===== config.mk =====
export PLATFORM = sky130hd
export DESIGN_NAME = life_controller
export DESIGN_NICKNAME = d
export VERILOG_FILES = /design/src/rtl/life_controller.sv
export SDC_FILE = /design/constraint.sdc
export NUM_CORES = 1
export LEC_CHECK = 0
export CAP_MARGIN = 20
export CORE_AREA = 2 2 93 95
export DETAILED_ROUTE_END_ITERATION = 10
export DIE_AREA = 0 0 95 97
export DONT_BUFFER_PORTS = 1
export PLACE_DENSITY = 0.47
export SYNTH_ARGS = -nofsm -noshare
export SYNTH_HDL_FRONTEND = slang
export SYNTH_SLANG_ARGS = --single-unit

===== constraint.sdc =====
create_clock -name clk -period 4.7 [get_ports clk]
set_clock_uncertainty 0.2 [all_clocks]
set_input_delay 0.94 -clock clk [delete_from_list [all_inputs] [get_ports clk]]
set_output_delay 0.94 -clock clk [all_outputs]
set_load 0.02 [all_outputs]

===== src/rtl/life_controller.sv =====
`default_nettype none
// ============================================================================
// Module      : life_controller
// Description : Top-level sequencer for the 16x16 cellular-automaton board.
//               Owns the user mode (pause / run / edit), the edit cursor,
//               commits an edited pattern into the game state and paces
//               generation requests to the next-state datapath over a
//               req/ack handshake.
//
// Ports       : clk, reset              - clock, synchronous active-high reset
//               btn_run/step/edit       - one-cycle key pulses (mode control)
//               btn_up/down/left/right  - one-cycle cursor pulses
//               gen_ack, alive_any      - datapath completion + board-nonempty
//               cursor_row, cursor_col  - edit cursor position
//               edit_en, load_req       - cell-toggle enable, commit pulse
//               gen_req                 - generation request level
//               gen_count               - generations since last load/reset
//               mode                    - state encoding for display
//
// Revision    : 1.0 - initial release
// ============================================================================
module life_controller #(
    parameter int TICK_DIV = 25_000_000,
    parameter int GEN_W    = 16
) (
    input  logic             clk,
    input  logic             reset,
    input  logic             btn_run,
    input  logic             btn_step,
    input  logic             btn_edit,
    input  logic             btn_up,
    input  logic             btn_down,
    input  logic             btn_left,
    input  logic             btn_right,
    input  logic             gen_ack,
    input  logic             alive_any,
    output logic [3:0]       cursor_row,
    output logic [3:0]       cursor_col,
    output logic             edit_en,
    output logic             load_req,
    output logic             gen_req,
    output logic [GEN_W-1:0] gen_count,
    output logic [2:0]       mode
);

    localparam logic [2:0] c_ST_PAUSE    = 3'd0;
    localparam logic [2:0] c_ST_RUN      = 3'd1;
    localparam logic [2:0] c_ST_GEN_WAIT = 3'd2;
    localparam logic [2:0] c_ST_EDIT     = 3'd3;
    localparam logic [2:0] c_ST_LOAD     = 3'd4;

    localparam int                  c_TICK_W    = $clog2(TICK_DIV);
    localparam logic [c_TICK_W-1:0] c_TICK_LAST = c_TICK_W'(TICK_DIV - 1);

    logic [2:0]          r_state;
    logic [c_TICK_W-1:0] r_tick_cnt;
    logic                r_from_pause;    // request was a single step, not RUN pacing
    logic                r_pause_pending;
    logic [GEN_W-1:0]    r_gen_count;
    logic [3:0]          r_row;
    logic [3:0]          r_col;

    // A btn_run landing on the ack cycle still counts as a pause request.
    logic w_pause_eff;
    logic w_stop;

    assign w_pause_eff = r_pause_pending ^ btn_run;
    assign w_stop      = r_from_pause | w_pause_eff | ~alive_any;

    always_ff @(posedge clk) begin
        if (reset) begin
            r_state         <= c_ST_PAUSE;
            r_tick_cnt      <= '0;
            r_from_pause    <= 1'b0;
            r_pause_pending <= 1'b0;
            r_gen_count     <= '0;
            r_row           <= 4'd0;
            r_col           <= 4'd0;
        end else begin
            case (r_state)
                c_ST_PAUSE: begin
                    if (btn_run) begin
                        r_state    <= c_ST_RUN;
                        r_tick_cnt <= '0;
                    end else if (btn_step) begin
                        r_state      <= c_ST_GEN_WAIT;
                        r_from_pause <= 1'b1;
                    end else if (btn_edit) begin
                        r_state <= c_ST_EDIT;
                    end
                end

                c_ST_RUN: begin
                    // btn_run beats a coincident terminal count: no request.
                    if (btn_run) begin
                        r_state <= c_ST_PAUSE;
                    end else if (r_tick_cnt == c_TICK_LAST) begin
                        r_tick_cnt   <= '0;
                        r_state      <= c_ST_GEN_WAIT;
                        r_from_pause <= 1'b0;
                    end else begin
                        r_tick_cnt <= r_tick_cnt + 1'b1;
                    end
                end

                c_ST_GEN_WAIT: begin
                    if (gen_ack) begin
                        r_gen_count     <= r_gen_count + GEN_W'(1);
                        r_pause_pending <= 1'b0;
                        r_tick_cnt      <= '0;
                        r_state         <= w_stop ? c_ST_PAUSE : c_ST_RUN;
                    end else if (btn_run) begin
                        r_pause_pending <= ~r_pause_pending;
                    end
                end

                c_ST_EDIT: begin
                    // Opposing pulses cancel; row and column move independently.
                    if (btn_up && !btn_down) begin
                        r_row <= r_row - 4'd1;
                    end else if (btn_down && !btn_up) begin
                        r_row <= r_row + 4'd1;
                    end
                    if (btn_left && !btn_right) begin
                        r_col <= r_col - 4'd1;
                    end else if (btn_right && !btn_left) begin
                        r_col <= r_col + 4'd1;
                    end
                    if (btn_edit) begin
                        r_state <= c_ST_LOAD;
                    end
                end

                c_ST_LOAD: begin
                    r_gen_count <= '0;
                    r_state     <= c_ST_PAUSE;
                end

                default: begin
                    r_state <= c_ST_PAUSE;
                end
            endcase
        end
    end

    // Moore decode of the registered state.
    assign mode       = r_state;
    assign edit_en    = (r_state == c_ST_EDIT);
    assign load_req   = (r_state == c_ST_LOAD);
    assign gen_req    = (r_state == c_ST_GEN_WAIT);
    assign gen_count  = r_gen_count;
    assign cursor_row = r_row;
    assign cursor_col = r_col;

endmodule
`default_nettype wire


-- Yosys cells after proc, flatten, opt, wreduce, memory -nomap -nowiden
Index checks and enable logic that the tools add are counted.
- bitwise logic cells: 5
- div/mod/pow operators: 0
- order comparisons: 0
- multiply operators: 0
- muxes and demuxes: 27
- shifts and indexed selects: 0
- eq/ne operators: 14
- reduce and logical (&&, ||, !) cells: 22
- $add $sub $neg: 6
- operator list (operator ; count):
    25-bit two-way mux ; 4
    25-bit case mux with 3 select lines ; 1
    16-bit case mux with 2 select lines ; 1
    25-bit by 1-bit adder with 25-bit output (second input constant) ; 1
    25-bit == test (second input constant) ; 1
    3-bit two-way mux ; 7
    16-bit by 1-bit adder with 16-bit output (second input constant) ; 1
    16-bit two-way mux ; 1
    4-bit two-way mux ; 4
    2-bit != test (second input constant) ; 7
    3-bit case mux with 4 select lines ; 1
    2-bit nonzero test ; 5
    4-bit by 1-bit adder with 4-bit output (second input constant) ; 2
    2-bit AND reduction ; 4
    4-bit AND reduction ; 2
    4-bit by 1-bit subtractor with 4-bit output (second input constant) ; 2
    1-bit two-way mux ; 7
    3-bit by 2-bit == test with 1-bit output (second input constant) ; 2
    5-bit AND reduction ; 1
    1-bit logical AND ; 4
    1-bit logical NOT ; 4
    4-bit != test (second input constant) ; 1
    3-bit by 1-bit == test with 1-bit output (second input constant) ; 1
    3-bit == test (second input constant) ; 1
    other kinds (7) ; 9
- memories: 0
- bits of input ports: 11
- bits in latches: 0
- RAM bits: 0
- register bits after elaboration: 54
- memory bits (read-only): 0
- logic and storage cells: 81

-- Longest topological paths before layout
Gate-level depths: netlist of the first run.
- depth after elaboration: 6
- depth in mapped cells: 8
- mapped depth without buffers: 8

-- Least setup slack after synthesis of the first run
Ideal clock, no wire load.
- kind: input to register
- from: input port btn_run
- to: register r_tick_cnt[7]
- stages: 7
- required time: 4383 ps
- setup time: 117 ps
- slack: 2121 ps
- data arrival time: 2262 ps
- path through: clkbuf_1 > mux2_2 > o211ai_1 > clkbuf_1 > nor4_1 > xnor2_1 > nor2_1
- longest elaborated chain between the ends: 2
- elaborated cells on any way between the ends: 3
- RTL lines (what ; line ; RTL):
    start: declaration ; 28 ; input logic btn_run,
    2-bit != test (no line) ; -- ;
    4-bit AND reduction (no line) * ; -- ;
    end signal: assignment ; 102 ; r_tick_cnt <= r_tick_cnt + 1'b1;
    end: declaration ; 56 ; logic [c_TICK_W-1:0] r_tick_cnt;
Every way passes the cells marked *; elsewhere a longest branch is shown, timed or not.
A chain may end at the register's enable or synchronous reset.

-- Worst setup path in the final report of the first run
- from: register r_state[2] (netlist: mode[2])
- to: output port load_req
- longest elaborated chain between the ends: 1
- RTL lines (what ; line ; RTL):
    start: declaration ; 55 ; logic [2:0] r_state;
    start signal: assignment ; 72 ; r_state <= c_ST_PAUSE;
    start signal: assignment ; 83 ; r_state <= c_ST_RUN;
    start signal: assignment ; 86 ; r_state <= c_ST_GEN_WAIT;
    3-bit == test ; 149 ; assign load_req = (r_state == c_ST_LOAD);
    end: declaration ; 40 ; output logic load_req,
Every way passes these cells.

==> flow_summary_export.csv, run 1 <==
group,metric,value,unit
clock_network,tritoncts_num_sinks,54,
placed_design,placed_cells,420,
power,pwr_density_cell,303,nW/um^2
die,placementRows,33,
job,maxCapViolations,0,
synth,synthFlopType,"sky130_fd_sc_hd__dfxtp_1",
sta,report.final.slew_viol_count,0,
synth,commonest_cells_in_the_netlist,"54 x sky130_fd_sc_hd__dfxtp_1, 53 x sky130_fd_sc_hd__nor2_1, 20 x sky130_fd_sc_hd__xnor2_1, 19 x sky130_fd_sc_hd__xor2_1, 17 x sky130_fd_sc_hd__nand2_1",
final_layout,fin_nets,345,
sta,finalSetupViolations,0,
clock_network,cts_inserted_buffers,5,
clock_network,cts.path.max_buffers,2,
final_layout,post_route_cells_drive_above_1_share,0.0772,
placed_design,placement.io_buffers,0,
synth,proportion_of_synthesized_flip_flops_having_asynchronous_set_or_reset,0,
clock_network,cts_tree,"built",
synth,yosys.cell_count.top_type,"sky130_fd_sc_hd__dfxtp_1",
drt,via_count,2187,
worst_hold_path,hold_start,"r_tick_cnt[1]$_SDFFE_PP0P_",
global_routing,number_of_global_route_vias_before_repair,2035,
setup_path,critPathLaunch,"mode[2]$_SDFFE_PP0P_",
die,die_w,95,um
final_layout,area_delta_synth_final,8.13,%
synth,number_of_enable_flip_flop_cells_after_synthesis,0,
sta,timing_worst_slew_pin_value,881,ps
power,cellLeakagePower,1.04,nW
setup_path,delay_of_the_slowest_cell_on_the_worst_path,800,ps
clock_network,postCtsSetupBuffers,0,
placed_design,place.detailed.hpwl,4120,um
sta,final-hold-violation-count,0,
sta,final.min_clock_period,3030,ps
drt,firstDrtPassIters,6,
die,floorplan.initialDensity,0.343,
clock_network,clock-root-buffer,"sky130_fd_sc_hd__clkbuf_8",
placed_design,dpl-instance-area,2890,um^2
global_routing,grt_start_max_net_pins,22,
synth,ys_ff_latch,54,
die,top_ports,41,
drt,antenna_left,0,
setup_path,setup.worst_path.class,"reg -> out",
setup_path,timing.critical_path.buf_inv,0,
sta,tns,0,ps
power,max-vdd-ir-drop,0.000126,V
synth,synth.lib_cells_used.distinct,47,
die,design.die.area,9220,um^2
clock_network,ctsResizeCount,0,
status,outcome,"completed",
die,design.core.area,8130,um^2
clock_network,clk_transition_reported_paths,100,ps
setup_path,worstPathMaxFanout,14,
global_routing,globalRoute.totalOverflow,0,
synth,synth_area_leaders,"sky130_fd_sc_hd__dfxtp_1 39%, sky130_fd_sc_hd__nor2_1 7.1%, sky130_fd_sc_hd__xnor2_1 6.3%",
setup_path,critical_path.slowest_cell,"sky130_fd_sc_hd__nor3b_1",
synth,synth_seq_area_share,0.388,
setup_path,cp.required,3560,ps
setup_path,r2r_start,"mode[2]$_SDFFE_PP0P_",
synth,yosys.area.top_type,"sky130_fd_sc_hd__dfxtp_1",
final_layout,insertedDiodeCount,0,
setup_path,critPathCaptureType,"output port",
global_routing,grt_usage,0.132,
synth,synthesis.yosys.warnings,0,
synth,syn_area,2790,um^2
setup_path,crit_chain,"nor3b_1",
drt,drt_wl_total,5840,um
synth,post_synth.cell_area_avg,8.57,um^2
synth,synthDominantCellAreaShare,0.388,
sta,period_share,0.645,
sta,slew-limit-headroom,0.412,
placed_design,finalWeightedCongestion,0.801,
die,die-height,97,um
sta,rsz0062_at_grt,"false",
drt,routed_via_density,5.10,
global_routing,grt_first_pass_wirelength,9890,um
final_layout,instances_no_fill,429,
clock_network,quantity_of_hold_fixing_buffers_added_after_cts,0,
setup_path,worst_ep_arrival_time,1890,ps
setup_path,cpLargestDelayFamily,"simple AND/OR/NAND/NOR gates",
final_layout,final_cell_area,3010,um^2
synth,netlist_instances,325,
clock_network,clock_latency_of_the_later_clocked_register_in_the_worst_skew_pair,310,ps
clock_network,cts-htree-levels,2,
drt,drt_first_iter_violations,84,
synth,syn_nets,346,
final_layout,fillCellCount,852,
drt,post-route-drc-count,0,
drt,post_drt_wl_per_cell,13.6,um
sta,max_freq,330,MHz
global_routing,grt_antenna_before_repair,0,
setup_path,worst_setup_path_start_kind,"register",
worst_hold_path,holdCritPathClass,"reg -> reg",
final timing paths:
kind	endpoint	cells after the start	slack, ps
setup / recovery	load_req	1	1670
setup reg to reg	gen_count[11]$_SDFFE_PP0P_	4	2010
hold / removal	r_tick_cnt[1]$_SDFFE_PP0P_	2	280
hold reg to reg	r_tick_cnt[1]$_SDFFE_PP0P_	2	280
metal layers:
layer | global-route usage | up-vias | wire length (um)
li1 | - | 1133 | -
met1 | 0.179 | 1010 | 2870
met4 | 0.0334 | 0 | 51
met3 | 0.0350 | 4 | 295
met2 | 0.206 | 40 | 2620
met5 | 0 | - | 0
power by group:
group / internal (W) / switching [W] / total [W]
Sequential: 0.000465 / 0.0000241 / 0.000489
Combinational: 0.0000369 / 0.0000635 / 0.000100
Clock: 0.000171 / 0.000151 / 0.000322
Total: 0.000673 / 0.000239 / 0.000912
sequential cells by signal, summed over array words and instances, names as in the netlist:
name	cells
mode	3
r_pause_pending	1
cursor_row	4
cursor_col	4
r_from_pause	1
gen_count	16
r_tick_cnt	25
metrics by stage:
stage	power [W]	hold slack (ps)	util	setup WS (ps)
global placement	0.000598	267	0.355	1930
finish	0.000912	278	0.370	1670
global route	0.000959	302	0.370	1570
CTS	0.000924	281	0.369	1660
floorplan	0.000579	249	-	2120
detailed placement	0.000598	269	0.355	1880
cell type report:
type | count | area, um^2 | share of cell area
Clock buffer | 6 | 82.6 | 0.0274
Tap cell | 105 | 131 | 0.0436
Sequential cell | 54 | 1080 | 0.359
Inverter | 12 | 45.0 | 0.0150
Multi-Input combinational cell | 246 | 1610 | 0.534
Timing Repair Buffer | 5 | 35.0 | 0.0116
Clock inverter | 1 | 30.0 | 0.00997
layout by cell type, fill, tap and decap left out, types with 2 or more instances in the layout:
master                     instances
sky130_fd_sc_hd__a31o_2            2
sky130_fd_sc_hd__nor4_1            5
sky130_fd_sc_hd__dfxtp_1          54
sky130_fd_sc_hd__fa_1              2
sky130_fd_sc_hd__nand2b_1          5
sky130_fd_sc_hd__nand4_1          14
sky130_fd_sc_hd__o21bai_1          2
sky130_fd_sc_hd__and3_1            7
sky130_fd_sc_hd__a211oi_1          5
sky130_fd_sc_hd__a21o_1            2
sky130_fd_sc_hd__and4_1            3
sky130_fd_sc_hd__and2_1            4
sky130_fd_sc_hd__mux2i_1           5
sky130_fd_sc_hd__ha_1              8
sky130_fd_sc_hd__a21oi_1          13
sky130_fd_sc_hd__o211ai_1          2
sky130_fd_sc_hd__xnor2_1          20
sky130_fd_sc_hd__or3_1             5
sky130_fd_sc_hd__buf_4             4
sky130_fd_sc_hd__inv_1            12
sky130_fd_sc_hd__xor2_1           19
sky130_fd_sc_hd__o21ai_0           7
sky130_fd_sc_hd__or2_2             2
sky130_fd_sc_hd__nor2_1           53
sky130_fd_sc_hd__clkbuf_8          6
sky130_fd_sc_hd__nand2_1          17
sky130_fd_sc_hd__nand3b_1          2
sky130_fd_sc_hd__nand3_1          13
sky130_fd_sc_hd__nand4b_1          2
sky130_fd_sc_hd__nor3_1           10
cell families (layout without fill, tap and decap cells):
group,count (synthesis),in the layout,share of synthesized area
flip-flops,54,54,0.388
adder cells (fa/ha/maj),10,10,0.0503
multiplexers,6,6,0.0220
AND/OR/NAND/NOR,152,152,0.290
AO/OA/AOI/OAI,39,39,0.0925
buffers and inverters,25,24,0.0350
XOR/XNOR,39,39,0.123
Note: power is estimated with default switching activity, not from simulation.
==> inputs of run 2 (changes only) <==
Settings changed: PLACE_DENSITY 0.47 to 0.49.
Clock period 4.7 ns to 2.75 ns, I/O delays scaled along.
==> run 2 against run 1 <==
  * Sequential share of layout area fell by 0.40 points
  * First-iteration DRC count rose by 26%
  * Flip-flop and latch count did not move
  * Largest cell class unchanged
  * Core utilization rose by 0.42 points
  * Register-to-register slack got worse by 1600 ps
  * Hold slack got worse by 180 ps
==> flow_summary_export.csv, run 2 (synthesis gave the netlist of run 1 again) <==
group,metric,value,unit
drt,post_drt_wl_per_cell,13.6,um
drt,drt_wl_total,5940,um
power,max-vdd-ir-drop,0.000236,V
clock_network,cts.path.max_buffers,2,
drt,post-route-drc-count,0,
final_layout,reg_with_most_ffs,"r_tick_cnt",
final_layout,commonest_cells_after_routing_fill_and_taps_aside,"54 x sky130_fd_sc_hd__dfxtp_1, 53 x sky130_fd_sc_hd__nor2_1, 20 x sky130_fd_sc_hd__xnor2_1, 19 x sky130_fd_sc_hd__xor2_1, 17 x sky130_fd_sc_hd__nand2_1",
sta,finalSetupViolations,0,
sta,final-hold-violation-count,0,
sta,period_share,0.843,
sta,rsz0062_at_grt,"false",
sta,tns,0,ps
clock_network,clk_transition_reported_paths,100,ps
setup_path,crit_chain,"or4b_4 -> nor4_4 -> a21boi_2 -> or4_1 -> a211oi_2",
global_routing,globalRoute.totalOverflow,0,
setup_path,worst_ep_arrival_time,2350,ps
clock_network,cts_tree,"built",
placed_design,finalWeightedCongestion,0.746,
setup_path,setup.worst_path.class,"reg -> reg",
final_layout,final_cell_area,3050,um^2
sta,slew-limit-headroom,0.660,
setup_path,critPathCaptureType,"register",
sta,report.final.slew_viol_count,0,
die,die_w,95,um
sta,max_freq,431,MHz
final_layout,area_of_the_multi_input_gates,1610,um^2
placed_design,place.detailed.hpwl,4200,um
die,top_ports,41,
clock_network,tritoncts_num_sinks,54,
global_routing,grt_usage,0.129,
setup_path,critical_path.slowest_cell,"sky130_fd_sc_hd__or4b_4",
global_routing,grt_start_max_net_pins,22,
power,cellLeakagePower,1.07,nW
final_layout,fin_nets,352,
final_layout,fillCellCount,832,
die,design.die.area,9220,um^2
clock_network,ctsResizeCount,0,
final_layout,largest_register_ff_count,25,
global_routing,number_of_global_route_vias_before_repair,2088,
drt,wl_met3,338,um
sta,final.min_clock_period,2320,ps
global_routing,grt_antenna_before_repair,0,
placed_design,placement.io_buffers,0,
drt,routedLengthMet1,2750,um
status,outcome,"completed",
setup_path,worstPathMaxFanout,7,
clock_network,cts-htree-levels,2,
die,die-height,97,um
power,pwr_density_cell,489,nW/um^2
setup_path,worst_setup_path_start_kind,"register",
global_routing,grt_first_pass_wirelength,9670,um
job,maxCapViolations,0,
drt,firstDrtPassIters,4,
setup_path,delay_of_the_slowest_cell_on_the_worst_path,500,ps
final_layout,area_delta_synth_final,9.34,%
drt,met2_length,2780,um
final_layout,insertedDiodeCount,0,
die,placementRows,33,
clock_network,clock-root-buffer,"sky130_fd_sc_hd__clkbuf_8",
clock_network,postCtsSetupBuffers,0,
die,design.core.area,8130,um^2
final_layout,seqCellArea,1080,um^2
drt,routed_via_density,5.22,
worst_hold_path,holdCritPathClass,"in -> reg",
drt,antenna_left,0,
setup_path,cp.required,2790,ps
clock_network,quantity_of_hold_fixing_buffers_added_after_cts,0,
final_layout,final_common_cell,"sky130_fd_sc_hd__dfxtp_1",
sta,timing_worst_slew_pin_value,497,ps
drt,highest-signal-layer,"met4",
die,floorplan.initialDensity,0.343,
drt,drt_first_iter_violations,106,
placed_design,dpl-instance-area,2960,um^2
clock_network,clock_latency_of_the_later_clocked_register_in_the_worst_skew_pair,310,ps
final_layout,post_route_cells_drive_above_1_share,0.0964,
drt,via_count,2280,
clock_network,cts_inserted_buffers,5,
-- run 2: changes by cell type in the layout (fill, tap and decap cells not counted) --
| cell | previous run | this run |
|---|---|---|
| sky130_fd_sc_hd__clkinv_2 | 0 | 1 |
| sky130_fd_sc_hd__clkbuf_2 | 1 | 0 |
| sky130_fd_sc_hd__clkbuf_1 | 0 | 1 |
| sky130_fd_sc_hd__bufinv_16 | 1 | 0 |
| sky130_fd_sc_hd__buf_4 | 4 | 12 |
-- run 2: area by class of cell --
cell class                 instances  share of cell area
tap                              105              0.0431
inverter                          12              0.0148
sequential                        54               0.355
multi-input combinational        246               0.528
clock inverter                     1             0.00164
timing repair buffer              12              0.0296
clock buffer                       7              0.0283
-- run 2: power by group --
group          total [W]  internal, W  switching (W)  leakage [nW]
combinational   0.000200    0.0000713       0.000129         0.586
clock           0.000469     0.000204       0.000265        0.0482
sequential      0.000820     0.000795      0.0000245         0.436
total            0.00149      0.00107       0.000419          1.07
-- run 2: worst paths after layout --
| path | cells after the start | start | slack, ps | to |
|---|---|---|---|---|
| max reg2reg | 5 | r_tick_cnt[3]$_SDFFE_PP0P_ | 430 | mode[1]$_SDFFE_PP0P_ |
| min | 1 | reset | 100 | cursor_row[2]$_SDFFE_PP0P_ |
| max | 5 | r_tick_cnt[3]$_SDFFE_PP0P_ | 430 | mode[1]$_SDFFE_PP0P_ |
| min reg2reg | 2 | r_tick_cnt[1]$_SDFFE_PP0P_ | 280 | r_tick_cnt[1]$_SDFFE_PP0P_ |
-- run 2: critical path: cells and delay by family, from the launching register on --
kind	cells	cell delay (ps)
and+or+nand+nor	3	1320
DFF	1	440
AOI/OAI and AO/OA	2	300
-- run 2: through the flow --
step	hold slack, ps	utilization	setup slack (ps)	total power, W	std cells
floorplan	249	-	525	0.000990	325
global placement	257	0.363	442	0.00104	429
detailed placement	264	0.363	422	0.00104	429
CTS	82.8	0.375	397	0.00151	437
global route	73.7	0.375	277	0.00156	437
finish	97.6	0.375	432	0.00149	437
-- run 2: per-layer routing --
layer,GRT usage,vias up
li1,-,1146
met1,0.159,1083
met3,0.0382,5
met4,0.0457,0
met2,0.209,46
met5,0,-
